--- config.mk ---
export PLATFORM = sky130hd
export DESIGN_NAME = nway_split_buffered
export DESIGN_NICKNAME = d
export VERILOG_FILES = /design/src/rtl/split_pkg.sv /design/src/rtl/nway_split_buffered_fifo.sv /design/src/rtl/nway_split_buffered.sv
export SDC_FILE = /design/constraint.sdc
export NUM_CORES = 1
export LEC_CHECK = 0
export ABC_CLOCK_PERIOD_IN_PS = 2250
export CAP_MARGIN = 40
export CORE_MARGIN = 2
export CORE_UTILIZATION = 33
export CTS_CLUSTER_SIZE = 30
export DETAILED_ROUTE_END_ITERATION = 12
export HOLD_SLACK_MARGIN = 0.06
export PLACE_DENSITY = 0.53
export SYNTH_ARGS = -nofsm -noshare
export SYNTH_HDL_FRONTEND = slang
export SYNTH_SLANG_ARGS = --single-unit
--- constraint.sdc ---
create_clock -name clk -period 2.25 [get_ports clk]
set_input_delay 0.3375 -clock clk [delete_from_list [all_inputs] [get_ports clk]]
set_output_delay 0.3375 -clock clk [all_outputs]
set_load 0.005 [all_outputs]
--- src/rtl/split_pkg.sv ---
// Shared types and helpers for the N-way buffered packet splitter.
package split_pkg;

  // Destination classes an input select can fall into.
  typedef enum logic [1:0] {
    SEL_UNICAST = 2'd0,
    SEL_BCAST   = 2'd1,
    SEL_INVALID = 2'd2
  } sel_class_t;

  // FIFO pointers carry one extra wrap bit above the address bits so that
  // full and empty can be told apart when the address bits are equal.
  function automatic int ptr_width(input int depth);
    return $clog2(depth) + 1;
  endfunction

  // Unicast selects name a channel directly. The all-ones code means every
  // channel. Anything in between has no destination.
  function automatic sel_class_t classify_sel(input logic [31:0] sel,
                                              input logic [31:0] num_out,
                                              input logic [31:0] sel_w);
    logic [31:0] bcast_code;
    sel_class_t  cls;
    bcast_code = (32'd1 << sel_w) - 32'd1;
    if (sel < num_out) begin
      cls = SEL_UNICAST;
    end else if (sel == bcast_code) begin
      cls = SEL_BCAST;
    end else begin
      cls = SEL_INVALID;
    end
    return cls;
  endfunction

endpackage

--- src/rtl/nway_split_buffered_fifo.sv ---
// Per-channel output FIFO. The head entry is read straight from registered
// storage, so there is no path from push to pop_data within a cycle.
module split_fifo
  import split_pkg::*;
#(
  parameter int DATA_WIDTH = 24,
  parameter int DEPTH      = 4
) (
  input  logic                  clk,
  input  logic                  rst_n,
  input  logic                  push,
  input  logic [DATA_WIDTH-1:0] push_data,
  output logic                  full,
  input  logic                  pop,
  output logic [DATA_WIDTH-1:0] pop_data,
  output logic                  empty
);

  localparam int PW = ptr_width(DEPTH);
  localparam int AW = PW - 1;

  logic [DATA_WIDTH-1:0] mem_q [DEPTH];
  logic [DATA_WIDTH-1:0] mem_d [DEPTH];
  logic [PW-1:0]         wr_ptr_q;
  logic [PW-1:0]         wr_ptr_d;
  logic [PW-1:0]         rd_ptr_q;
  logic [PW-1:0]         rd_ptr_d;
  logic                  do_push_s;
  logic                  do_pop_s;

  assign full     = (wr_ptr_q[AW-1:0] == rd_ptr_q[AW-1:0]) &&
                    (wr_ptr_q[AW] != rd_ptr_q[AW]);
  assign empty    = (wr_ptr_q == rd_ptr_q);
  assign pop_data = mem_q[rd_ptr_q[AW-1:0]];

  // Next storage and pointer values; pushes into a full FIFO and pops from
  // an empty one are ignored so the pointers can never cross.
  always_comb begin
    mem_d     = mem_q;
    do_push_s = push && !full;
    do_pop_s  = pop && !empty;
    if (do_push_s) begin
      mem_d[wr_ptr_q[AW-1:0]] = push_data;
      wr_ptr_d = wr_ptr_q + {{(PW-1){1'b0}}, 1'b1};
    end else begin
      wr_ptr_d = wr_ptr_q;
    end
    if (do_pop_s) begin
      rd_ptr_d = rd_ptr_q + {{(PW-1){1'b0}}, 1'b1};
    end else begin
      rd_ptr_d = rd_ptr_q;
    end
  end

  // Storage and pointer registers; reset empties the FIFO and zeroes the head.
  always_ff @(posedge clk or negedge rst_n) begin
    if (!rst_n) begin
      wr_ptr_q <= {PW{1'b0}};
      rd_ptr_q <= {PW{1'b0}};
      for (int i = 0; i < DEPTH; i++) begin
        mem_q[i] <= {DATA_WIDTH{1'b0}};
      end
    end else begin
      wr_ptr_q <= wr_ptr_d;
      rd_ptr_q <= rd_ptr_d;
      for (int i = 0; i < DEPTH; i++) begin
        mem_q[i] <= mem_d[i];
      end
    end
  end

endmodule

--- src/rtl/nway_split_buffered.sv ---
// N-way packet splitter: routes each accepted packet to one output FIFO or
// to all of them, and drops and counts packets with no valid destination.
module nway_split_buffered
  import split_pkg::*;
#(
  parameter int DATA_WIDTH = 24,
  parameter int NUM_OUT    = 3,
  parameter int SEL_W      = 3,
  parameter int DEPTH      = 4,
  parameter int ERR_W      = 8
) (
  input  logic                          clk,
  input  logic                          rst_n,
  input  logic                          in_valid,
  output logic                          in_ready,
  input  logic [DATA_WIDTH-1:0]         in_data,
  input  logic [SEL_W-1:0]              in_sel,
  output logic [NUM_OUT-1:0]            out_valid,
  input  logic [NUM_OUT-1:0]            out_ready,
  output logic [NUM_OUT*DATA_WIDTH-1:0] out_data,
  output logic                          err_pulse,
  output logic [ERR_W-1:0]              err_count
);

  sel_class_t            sel_class_s;
  logic [NUM_OUT-1:0]    sel_hot_s;
  logic [NUM_OUT-1:0]    full_s;
  logic [NUM_OUT-1:0]    empty_s;
  logic [NUM_OUT-1:0]    push_s;
  logic [NUM_OUT-1:0]    pop_s;
  logic [DATA_WIDTH-1:0] pop_data_s [NUM_OUT];
  logic                  ready_s;
  logic                  drop_s;
  logic                  err_pulse_q;
  logic                  err_pulse_d;
  logic [ERR_W-1:0]      err_count_q;
  logic [ERR_W-1:0]      err_count_d;

  // Select decode: class of the select plus a one-hot channel vector.
  always_comb begin
    sel_class_s = classify_sel(32'(in_sel), $unsigned(NUM_OUT), $unsigned(SEL_W));
    for (int i = 0; i < NUM_OUT; i++) begin
      sel_hot_s[i] = (in_sel == SEL_W'(i));
    end
  end

  // Ready and push generation. Ready uses the start-of-cycle full flags only,
  // so a pop in the same cycle never frees space for the current packet, and
  // a broadcast pushes to every FIFO or to none.
  always_comb begin
    ready_s = 1'b0;
    push_s  = {NUM_OUT{1'b0}};
    drop_s  = 1'b0;
    case (sel_class_s)
      SEL_UNICAST: begin
        ready_s = |(sel_hot_s & ~full_s);
        push_s  = sel_hot_s & {NUM_OUT{in_valid && ready_s && rst_n}};
      end
      SEL_BCAST: begin
        ready_s = ~|full_s;
        push_s  = {NUM_OUT{in_valid && ready_s && rst_n}};
      end
      SEL_INVALID: begin
        ready_s = 1'b1;
        drop_s  = in_valid && rst_n;
      end
      default: begin
        ready_s = 1'b0;
        push_s  = {NUM_OUT{1'b0}};
        drop_s  = 1'b0;
      end
    endcase
  end

  assign in_ready = rst_n && ready_s;

  // Drop reporting: pulse on every drop, count saturates at all ones.
  always_comb begin
    err_pulse_d = drop_s;
    if (drop_s && (err_count_q != {ERR_W{1'b1}})) begin
      err_count_d = err_count_q + {{(ERR_W-1){1'b0}}, 1'b1};
    end else begin
      err_count_d = err_count_q;
    end
  end

  // Error pulse and counter registers.
  always_ff @(posedge clk or negedge rst_n) begin
    if (!rst_n) begin
      err_pulse_q <= 1'b0;
      err_count_q <= {ERR_W{1'b0}};
    end else begin
      err_pulse_q <= err_pulse_d;
      err_count_q <= err_count_d;
    end
  end

  assign err_pulse = err_pulse_q;
  assign err_count = err_count_q;

  for (genvar g = 0; g < NUM_OUT; g++) begin : g_chan
    split_fifo #(
      .DATA_WIDTH (DATA_WIDTH),
      .DEPTH      (DEPTH)
    ) u_fifo (
      .clk       (clk),
      .rst_n     (rst_n),
      .push      (push_s[g]),
      .push_data (in_data),
      .full      (full_s[g]),
      .pop       (pop_s[g]),
      .pop_data  (pop_data_s[g]),
      .empty     (empty_s[g])
    );

    assign out_valid[g]                          = !empty_s[g];
    assign pop_s[g]                              = out_ready[g] && !empty_s[g];
    assign out_data[g*DATA_WIDTH +: DATA_WIDTH]  = pop_data_s[g];
  end

endmodule

# == Word level (Yosys, flattened, before mapping) ==
# Cells that the tools add are included.
# word_totals
reg_bits,315
in_bits,33
wordCells,117
output_inout_bits,85
# op_classes
n_lt_le_gt_ge,10
n_eq_ne,15
bitwise_logic,9
reduce_logical,33
n_mux,23
add_sub_neg,7
# op_table
op,count
$bwmux 96,3
$mux 24,9
$bmux 24 s2,3
$demux 24 s2,3
$logic_and 1x1->1,22
$add 3x1->3 const B,6
$ge 3x3->1 const B,6
$not 2->3,6
$eq 3x3->1,3
$lt 3x1->1 const B,3
$add 8x1->8 const B,1
$ne 8x8->1 const B,1
$logic_not 1->1,7
$and 3x3->3,2
$eq 2x2->1,3
$pmux 3 s2,1
$reduce_or 3->1,2
$mux 2,2
$eq 3x1->1 const B,1
$eq 3x2->1 const B,1
$eq 3x3->1 const B,1
$logic_not 3->1,1
$lt 3x2->1 const B,1
$ne 1x1->1,3
other kinds (6),6

# == Longest topological paths before layout ==
# Gate-level depths: netlist (run 1).
# depth
depth_word,10
depth_mapped,9
ltp_nobuf,5

# == Cells and area by module ==
# Synthesis (run 1) repeated with hierarchy kept, for this count alone.
# unflattened
cells_unflattened,894
area_unflattened_um2,14591.5
# by_module_without_submodules
module,cells_each,seq_area_each_um2,n_inst,area_per_inst_um2
split_fifo,275,2552.4,3,4659.5
nway_split_buffered,69,225.2,1,613.1

# == Least setup slack after synthesis (run 1) ==
# No wires, ideal clock.
# synth_path
path_kind,flip-flop to flip-flop
start,register g_chan[2].u_fifo.rd_ptr_q[1]
end,register g_chan[0].u_fifo.mem_q[14] (netlist bit)
setup_ns,0.125
n_path_buf,3
stages_incl_launch_ff,9
arrival_ns,1.989
synth_period_minus_slack_ns,2.114
required_ns,2.125
setup_slack_ns,0.136
cell_sequence,dfrtp_1 -> buf_2 -> xnor2_1 -> nand3b_2 -> a32o_1 -> buf_2 -> nand3_2 -> buf_4 -> mux2_2
# synth_via
elab_chain_cells,10
word_cells_on_any_way,14
classes_between,1 x eq/ne; 1 x mux; 3 x bitwise; 9 x reduce/logical
# synth_rtl
item,line_no,text
start: declaration,nway_split_buffered_fifo.sv:26,logic [PW-1:0] rd_ptr_q;
start signal: assignment,nway_split_buffered_fifo.sv:59,rd_ptr_q <= {PW{1'b0}};
start signal: assignment,nway_split_buffered_fifo.sv:65,rd_ptr_q <= rd_ptr_d;
$eq 2x2->1 *,nway_split_buffered_fifo.sv:31,assign full = (wr_ptr_q[AW-1:0] == rd_ptr_q[AW-1:0]) &&
$logic_and 1x1->1 *,nway_split_buffered_fifo.sv:31,
$not 3->3,nway_split_buffered.sv:56,ready_s = |(sel_hot_s & ~full_s);
$and 3x3->3,nway_split_buffered.sv:56,
$reduce_or 3->1,nway_split_buffered.sv:56,
$logic_and 1x1->1 (2 in a row),nway_split_buffered.sv:57,push_s = sel_hot_s & {NUM_OUT{in_valid && ready_s && rst_n}};
$and 3x3->3,nway_split_buffered.sv:57,
$pmux 3 s2 *,nway_split_buffered.sv:54,case (sel_class_s)
$logic_and 1x1->1 *,nway_split_buffered_fifo.sv:40,do_push_s = push && !full;
end signal: indexed assignment,nway_split_buffered_fifo.sv:61,mem_q[i] <= {DATA_WIDTH{1'b0}};
end signal: indexed assignment,nway_split_buffered_fifo.sv:67,mem_q[i] <= mem_d[i];
end: declaration,nway_split_buffered_fifo.sv:22,logic [DATA_WIDTH-1:0] mem_q [DEPTH];
# Mark *: on every way between the ends. The rest lies on a longest branch, timed or not.
# A chain may end at the register's enable or synchronous reset.

# == Final worst setup path (run 1) ==
# layout_path
start,register g_chan[0].u_fifo.rd_ptr_q[0]
end,output out_data[20]
# layout_via
elab_chain_cells,4
# layout_rtl
item,line_no,text
start: declaration,nway_split_buffered_fifo.sv:26,
start signal: assignment,nway_split_buffered_fifo.sv:59,
start signal: assignment,nway_split_buffered_fifo.sv:65,
$not 2->3 (not written as such),nway_split_buffered_fifo.sv:34,assign pop_data = mem_q[rd_ptr_q[AW-1:0]];
$bmux 24 s2,nway_split_buffered_fifo.sv:34,
$mux 24 (not written as such) (2 in a row),nway_split_buffered_fifo.sv:34,
end: declaration,nway_split_buffered.sv:20,"output logic [NUM_OUT*DATA_WIDTH-1:0] out_data,"
# No other way between the ends. The select of a mux whose other input is x is not followed.

==> impl_metrics.py, run 1 <==
metrics = {
    "outcome": {
        "outcome": "complete, but fails checks",
        "violations": "setup timing",
    },
    "floorplanning": {
        "io_pins": 118,
        "num_rows": 76,
        "core_sq_um": 43300,
        "die-area_sq_um": 45700,
        "die_height_microns": 214,
        "dieWidth_microns": 214,
        "initial_core_util_pct": 33.6,
    },
    "yosys": {
        "synth_compound_area_share_pct": 0.646,
        "muxShareOfSynthArea_pct": 36.0,
        "synthCells": 870,
        "synth_top_family_by_area": "multiplexers",
        "syn_nets": 919,
        "ys_warn_count": 0,
        "ys_ff_latch": 315,
        "syn_area_per_cell_sq_um": 16.7,
        "synth_edf_count": 0,
        "yosysUniqueCellTypes": 40,
        "synth_adder_area_share_pct": 1.38,
        "async_flop_share_pct": 100,
        "synthXorXnorAreaFrac_pct": 1.84,
        "yosys.area_share.simple_pct": 2.14,
        "synth.yosys.seq_area_share_pct": 54.3,
        "synthFlopType": "dfrtp_1",
        "synth_area_sq_um": 14500,
    },
    "sta": {
        "fin_skew_ps": 22.4,
        "final_max_slew_viol_count": 0,
        "setup_tns_ps": -4140,
        "setup_ws_ps": -116,
        "worstMarginPinSlew_ps": 796,
        "setup_violations": 90,
        "hold_viol": 0,
        "fmax_mhz": 423,
        "rsz0062_at_grt": "true",
        "period_minus_slack_ps": 2370,
        "finalCritPeriodShare_pct": 105,
        "maxSlewHeadroom_pct": 46.9,
        "holdWs_ps": 462,
    },
    "cts": {
        "cts_sinks": 315,
        "clk_pin_slew_ps": 60,
        "tritoncts": "built",
        "clkLatencyLatePin_ps": 530,
        "cts_buffers": 36,
        "cts_max_path_buffers": 3,
        "cts_root_buffer": "clkbuf_16",
        "h-tree-depth": 2,
    },
    "setup_path": {
        "cp_max_fo": 4,
        "critPathLaunchType": "flip-flop",
        "ff2ff_setup_slack_ps": -90,
        "path_class": "flip-flop to primary output",
        "required_ps": 1910,
        "end_kind": "primary output",
        "worstPathArrival_ps": 2030,
    },
    "global_route": {
        "grt.busiest_layer": "met2",
        "use_met3_pct": 2.61,
        "grt-ovfl-total": 0,
        "antenna_found_initial": 1,
        "met1_usage_pct": 23.6,
        "grt_max_degree": 126,
        "track_usage_pct": 16.0,
        "met2_usage_pct": 24.7,
        "grt_pass1_wl_microns": 55300,
        "grt_pass1_vias": 8870,
    },
    "place": {
        "place_congestion": 0.719,
        "pre_cts_ws_ps": -256,
        "dpl-instance-area_sq_um": 16700,
        "post-dp-hpwl_microns": 22000,
        "io_buffers": 117,
    },
    "routing": {
        "wire_per_inst_microns": 22.2,
        "drt-initial-drc-count": 292,
        "routed_via_density": 4.86,
        "ant_nets": 0,
        "drtPass1Iterations": 4,
        "finalWirelength_microns": 37300,
        "vias": 8155,
        "drc": 0,
    },
    "layout": {
        "multiInputGateArea_sq_um": 6550,
        "drive_above_1_share_pct": 58.0,
        "nFillCells": 3910,
        "ff_latch_area_sq_um": 7890,
        "nets": 1116,
        "diodes": 0,
        "area_growth_pct": 30.2,
        "final_area_sq_um": 18900,
    },
    "min_path": {
        "hold_class": "input pin to flip-flop",
    },
    "run": {
        "cap_violations": 0,
    },
    "power_and_ir_drop": {
        "peakVddDrop_mv": 0.605,
        "power.density_nw_per_um2": 1410,
        "total_leakage_power_nw": 8.87,
    },
}
## routing by layer
metal | up-vias | wire [microns]
met4 | 2 | 703
met2 | 134 | 16800
met1 | 4388 | 18600
met5 | - | 13
met3 | 57 | 1250
li1 | 3574 | -
## flip-flops by register name (all words and copies together), names as in the netlist
| name | cells |
|---|---|
| g_chan.u_fifo.rd_ptr_q | 9 |
| err_pulse | 1 |
| g_chan.u_fifo.wr_ptr_q | 9 |
| err_count | 8 |
| g_chan.u_fifo.mem_q | 288 |
## worst paths after layout
path                                              start  cells after the start                           end
max reg2reg                g_chan[0].u_fifo.rd_ptr_q[0]                     11    g_chan[1].u_fifo.mem_q[24]
min reg2reg                g_chan[2].u_fifo.rd_ptr_q[2]                      1  g_chan[2].u_fifo.rd_ptr_q[2]
min                                        out_ready[2]                      3  g_chan[2].u_fifo.rd_ptr_q[2]
max                        g_chan[0].u_fifo.rd_ptr_q[0]                      6                  out_data[20]
max in group asynchronous                         rst_n                      4     g_chan[2].u_fifo.mem_q[9]
min in group asynchronous                         rst_n                      3                     err_pulse
## synthesized netlist by cell type (all sizes together), types with 2 or more instances
master | n | share of area (%)
a31oi | 2 | 0.13
mux2 | 293 | 25
nand4 | 2 | 0.086
xor2 | 5 | 0.30
nand3 | 14 | 0.62
inv | 9 | 0.23
dfrtp | 315 | 54
a32o | 2 | 0.14
xnor2 | 23 | 1.5
and2 | 2 | 0.086
clkbuf | 30 | 0.78
nand2 | 12 | 0.31
ha | 16 | 1.4
and3 | 7 | 0.34
o21ai | 3 | 0.10
buf | 42 | 2.7
mux4 | 72 | 11
nand3b | 3 | 0.21
nor2 | 9 | 0.30
## metrics by stage
step	cells	total power, W	util (%)
6_report	1677	0.0267	43.7
4_1_cts	1666	0.0265	42.3
5_1_grt	1677	0.0283	43.7
3_3_place_gp	1556	0.0196	38.5
2_1_floorplan	870	0.0152	-
3_5_place_dp	1556	0.0198	38.5
## cells by family after synthesis
family | count (synthesis)
AO/OA/AOI/OAI | 12
XOR/XNOR | 28
adder cells (fa/ha/maj) | 16
buffers and inverters | 81
flip-flops | 315
multiplexers | 366
AND/OR/NAND/NOR | 52
## layout make-up
type                       instances  area share (%)
sequential                       315            41.7
timing repair buffer             231            13.6
clock inverter                    10           0.628
tap                              585            3.87
inverter                           9           0.179
clock buffer                      53            5.36
multi-input combinational        474            34.6
## report_power, final
group | total [W] | leakage (nW) | switching (W) | internal [W]
clock | 0.00572 | 0.558 | 0.00235 | 0.00337
sequential | 0.00956 | 4.07 | 0.00144 | 0.00812
combinational | 0.0114 | 4.24 | 0.00412 | 0.00726
total | 0.0267 | 8.87 | 0.00791 | 0.0187
## cell usage in the layout (no fill, tap or decap), types with 5 or more instances in the layout
| master | netlist | final |
|---|---|---|
| buf_6 | 10 | 34 |
| buf_2 | 14 | 53 |
| clkbuf_8 | 0 | 5 |
| clkbuf_1 | 30 | 12 |
| mux4_2 | 70 | 72 |
| nand3_1 | 10 | 8 |
| clkdlybuf4s50_1 | 0 | 40 |
| inv_1 | 9 | 9 |
| xor2_1 | 5 | 5 |
| dfrtp_1 | 315 | 312 |
| buf_8 | 0 | 10 |
| buf_4 | 11 | 38 |
| mux2_4 | 79 | 162 |
| nor2_1 | 5 | 5 |
| mux2_2 | 214 | 131 |
| buf_12 | 6 | 38 |
| clkinv_2 | 0 | 5 |
| clkbuf_16 | 0 | 46 |
| ha_1 | 16 | 16 |
| nand2_1 | 12 | 12 |
| xnor2_1 | 20 | 16 |
## repair_timing
item                                   in CTS  in global routing
cloned                                      3                 11
pin swaps                                  11                  9
gates resized for setup                   346                127
buffers inserted                           43                 10
endpoints found under the hold margin      29                  0
hold buffers                                1                  0
setup endpoints to repair                  75                342
## worst max-delay path, cell delays in order (launching register included)
cell and delay, ps:
dfrtp_2 430, buf_4 150, buf_12 130, buf_12 130, buf_12 120, mux4_2 410, buf_2 140
No activity file was read; power rests on OpenSTA's default activity.
==> run 2: changes to the inputs <==
--- a/config.mk
+++ b/config.mk
@@ -7,12 +7,14 @@
 export LEC_CHECK = 0
 export ABC_CLOCK_PERIOD_IN_PS = 2250
 export CAP_MARGIN = 40
+export CELL_PAD_IN_SITES_DETAIL_PLACEMENT = 1
+export CELL_PAD_IN_SITES_GLOBAL_PLACEMENT = 2
 export CORE_MARGIN = 2
-export CORE_UTILIZATION = 33
+export CORE_UTILIZATION = 39
 export CTS_CLUSTER_SIZE = 30
 export DETAILED_ROUTE_END_ITERATION = 12
 export HOLD_SLACK_MARGIN = 0.06
-export PLACE_DENSITY = 0.53
+export PLACE_DENSITY = 0.77
 export SYNTH_ARGS = -nofsm -noshare
 export SYNTH_HDL_FRONTEND = slang
 export SYNTH_SLANG_ARGS = --single-unit
==> impl_metrics.py, run 2 (same netlist as run 1, synthesis figures left out) <==
metrics = {
    "global_route": {
        "grt-ovfl-total": 0,
        "grt_max_degree": 126,
        "grt_pass1_vias": 9243,
        "track_usage_pct": 19.1,
        "grt_pass1_wl_microns": 56700,
        "antenna_found_initial": 1,
    },
    "sta": {
        "hold_viol": 0,
        "worstMarginPinSlew_ps": 729,
        "fin_skew_ps": 11.3,
        "period_minus_slack_ps": 2350,
        "fmax_mhz": 425,
        "rsz0062_at_grt": "true",
        "final_max_slew_viol_count": 0,
        "setup_violations": 63,
        "setup_ws_ps": -103,
        "maxSlewHeadroom_pct": 51.4,
        "finalCritPeriodShare_pct": 105,
        "holdWs_ps": 492,
        "setup_tns_ps": -1740,
    },
    "routing": {
        "wire_per_inst_microns": 23.8,
        "dr_wl_met3_microns": 1120,
        "ant_nets": 0,
        "drc": 0,
        "routed.top_layer": "met5",
        "finalWirelength_microns": 37100,
        "routed-wl-met2_microns": 18100,
        "drt-initial-drc-count": 301,
        "vias": 8255,
        "drtPass1Iterations": 4,
        "met1Wirelength_microns": 17200,
        "routed_via_density": 5.28,
    },
    "setup_path": {
        "critPathLaunchType": "flip-flop",
        "worstPathCellList": "buf_4 > xnor2_4 > nand3b_4 > a31o_2 > and3_1 > buf_2",
        "max_stage_delay_ps": 430,
        "end_kind": "primary output",
        "slowest_stage": "dfrtp_2",
        "reg2regPathDepth": 8,
        "required_ps": 1910,
        "path_class": "flip-flop to primary output",
        "worstPathArrival_ps": 2020,
        "r2r-end": "g_chan[2].u_fifo.mem_q[11]",
        "r2r-start": "g_chan[0].u_fifo.rd_ptr_q[0]",
        "cp_max_fo": 5,
        "ff2ff_setup_slack_ps": -60,
    },
    "power_and_ir_drop": {
        "peakVddDrop_mv": 0.615,
        "power.density_nw_per_um2": 1420,
        "total_leakage_power_nw": 8.48,
    },
    "floorplanning": {
        "initial_core_util_pct": 39.7,
        "core_sq_um": 36600,
        "num_rows": 70,
        "die_height_microns": 197,
        "die-area_sq_um": 38800,
        "dieWidth_microns": 197,
        "io_pins": 118,
    },
    "min_path": {
        "hold_class": "flip-flop to flip-flop",
        "worstHoldPathCells": 1,
        "hold_end": "err_count[5]",
        "hold_start": "err_count[5]",
    },
    "layout": {
        "final_cell_mix": "dfrtp_1, mux2_2, mux2_4",
        "post_layout_nonfiller_instances": 1562,
        "area_growth_pct": 26.2,
        "largest_reg_flops": 288,
        "top_regs": "g_chan.u_fifo.mem_q: 288 flops, g_chan.u_fifo.rd_ptr_q: 9 flops, g_chan.u_fifo.wr_ptr_q: 9 flops",
        "final_common_cell": "dfrtp_1",
        "nets": 1121,
        "diodes": 0,
        "top_register": "g_chan.u_fifo.mem_q",
        "drive_above_1_share_pct": 57.5,
    },
    "place": {
        "dp_cells": 1440,
        "io_buffers": 117,
        "place_congestion": 0.737,
        "pre_cts_ws_ps": -355,
        "post-dp-hpwl_microns": 22300,
    },
    "cts": {
        "cts_root_buffer": "clkbuf_16",
        "cts_sinks": 315,
        "cts_buffers": 35,
        "tritoncts": "built",
        "h-tree-depth": 2,
        "clk_pin_slew_ps": 60,
        "cts_max_path_buffers": 3,
        "clkLatencyLatePin_ps": 500,
    },
    "run": {
        "cap_violations": 0,
    },
    "outcome": {
        "violations": "setup timing",
        "outcome": "complete, but fails checks",
    },
}
==> run 2: cell types whose count changed in the layout (fill, tap and decap cells not counted), sizes merged <==
cell,delta
clkdlybuf4s15,+5
buf,+4
inv,-1
clkbuf,-6
dlymetal6s2s,-1
bufinv,-2
dlygate4sd2,+3
==> run 2: worst max path at each step <==
stage | slack [ps] | endpoint | from | depth (start not counted)
after detailed placement | -360 | g_chan[2].u_fifo.mem_q[87] | in_sel[2] | 7
after floorplan | 140 | g_chan[0].u_fifo.mem_q[14] | g_chan[2].u_fifo.rd_ptr_q[1] | 8
after global placement | -290 | g_chan[2].u_fifo.mem_q[92] | in_sel[2] | 7
final | -100 | in_ready | g_chan[2].u_fifo.rd_ptr_q[0] | 6
after CTS | -200 | in_ready | g_chan[0].u_fifo.rd_ptr_q[0] | 7
after global routing | -170 | in_ready | g_chan[0].u_fifo.rd_ptr_q[0] | 7
==> run 2: area by class of cell <==
type / instances / area [sq um]
Clock buffer: 52 / 1030
Clock inverter: 7 / 38.8
Fill cell: 3491 / 18300
Inverter: 9 / 33.8
Multi-Input combinational cell: 474 / 6290
Sequential cell: 315 / 7890
Tap cell: 468 / 586
Timing Repair Buffer: 237 / 2470
==> run 2: stage by stage <==
| step | util [%] | cell area, sq um | power [W] |
|---|---|---|---|
| finish | 50.1 | 18300 | 0.0260 |
| global route | 50.1 | 18300 | 0.0275 |
| CTS | 49.7 | 18200 | 0.0263 |
| detailed placement | 45.0 | 16500 | 0.0198 |
| global placement | 45.0 | 16500 | 0.0194 |
| floorplan | - | 14500 | 0.0152 |
==> run 2: repair_timing <==
action                     in CTS  in global routing
hold endpoints to repair       89                  0
pin swaps                      11                  7
buffers inserted               53                 12
setup endpoints to repair      77                304
hold buffers                    1                  0
resized for setup             366                 46
cloned                          4                  7
==> run 2: metal layers <==
layer	vias to the layer above	GRT usage, %
li1	3569	-
met1	4504	26.7
met2	130	31.9
met3	50	2.74
met4	2	4.23
met5	-	0
==> run 2: power by group <==
group	switching (W)	total, W	internal (W)
clock	0.00224	0.00541	0.00317
combinational	0.00407	0.0110	0.00692
sequential	0.00151	0.00963	0.00812
==> run 2: worst max-delay path, delay by kind of cell (launching register included) <==
| kind | cells | cell delay [ps] |
|---|---|---|
| buffers and inverters | 2 | 290 |
| AND/OR/NAND/NOR | 2 | 350 |
| AO/OA/AOI/OAI | 1 | 270 |
| flip-flops | 1 | 430 |
| XOR/XNOR | 1 | 180 |
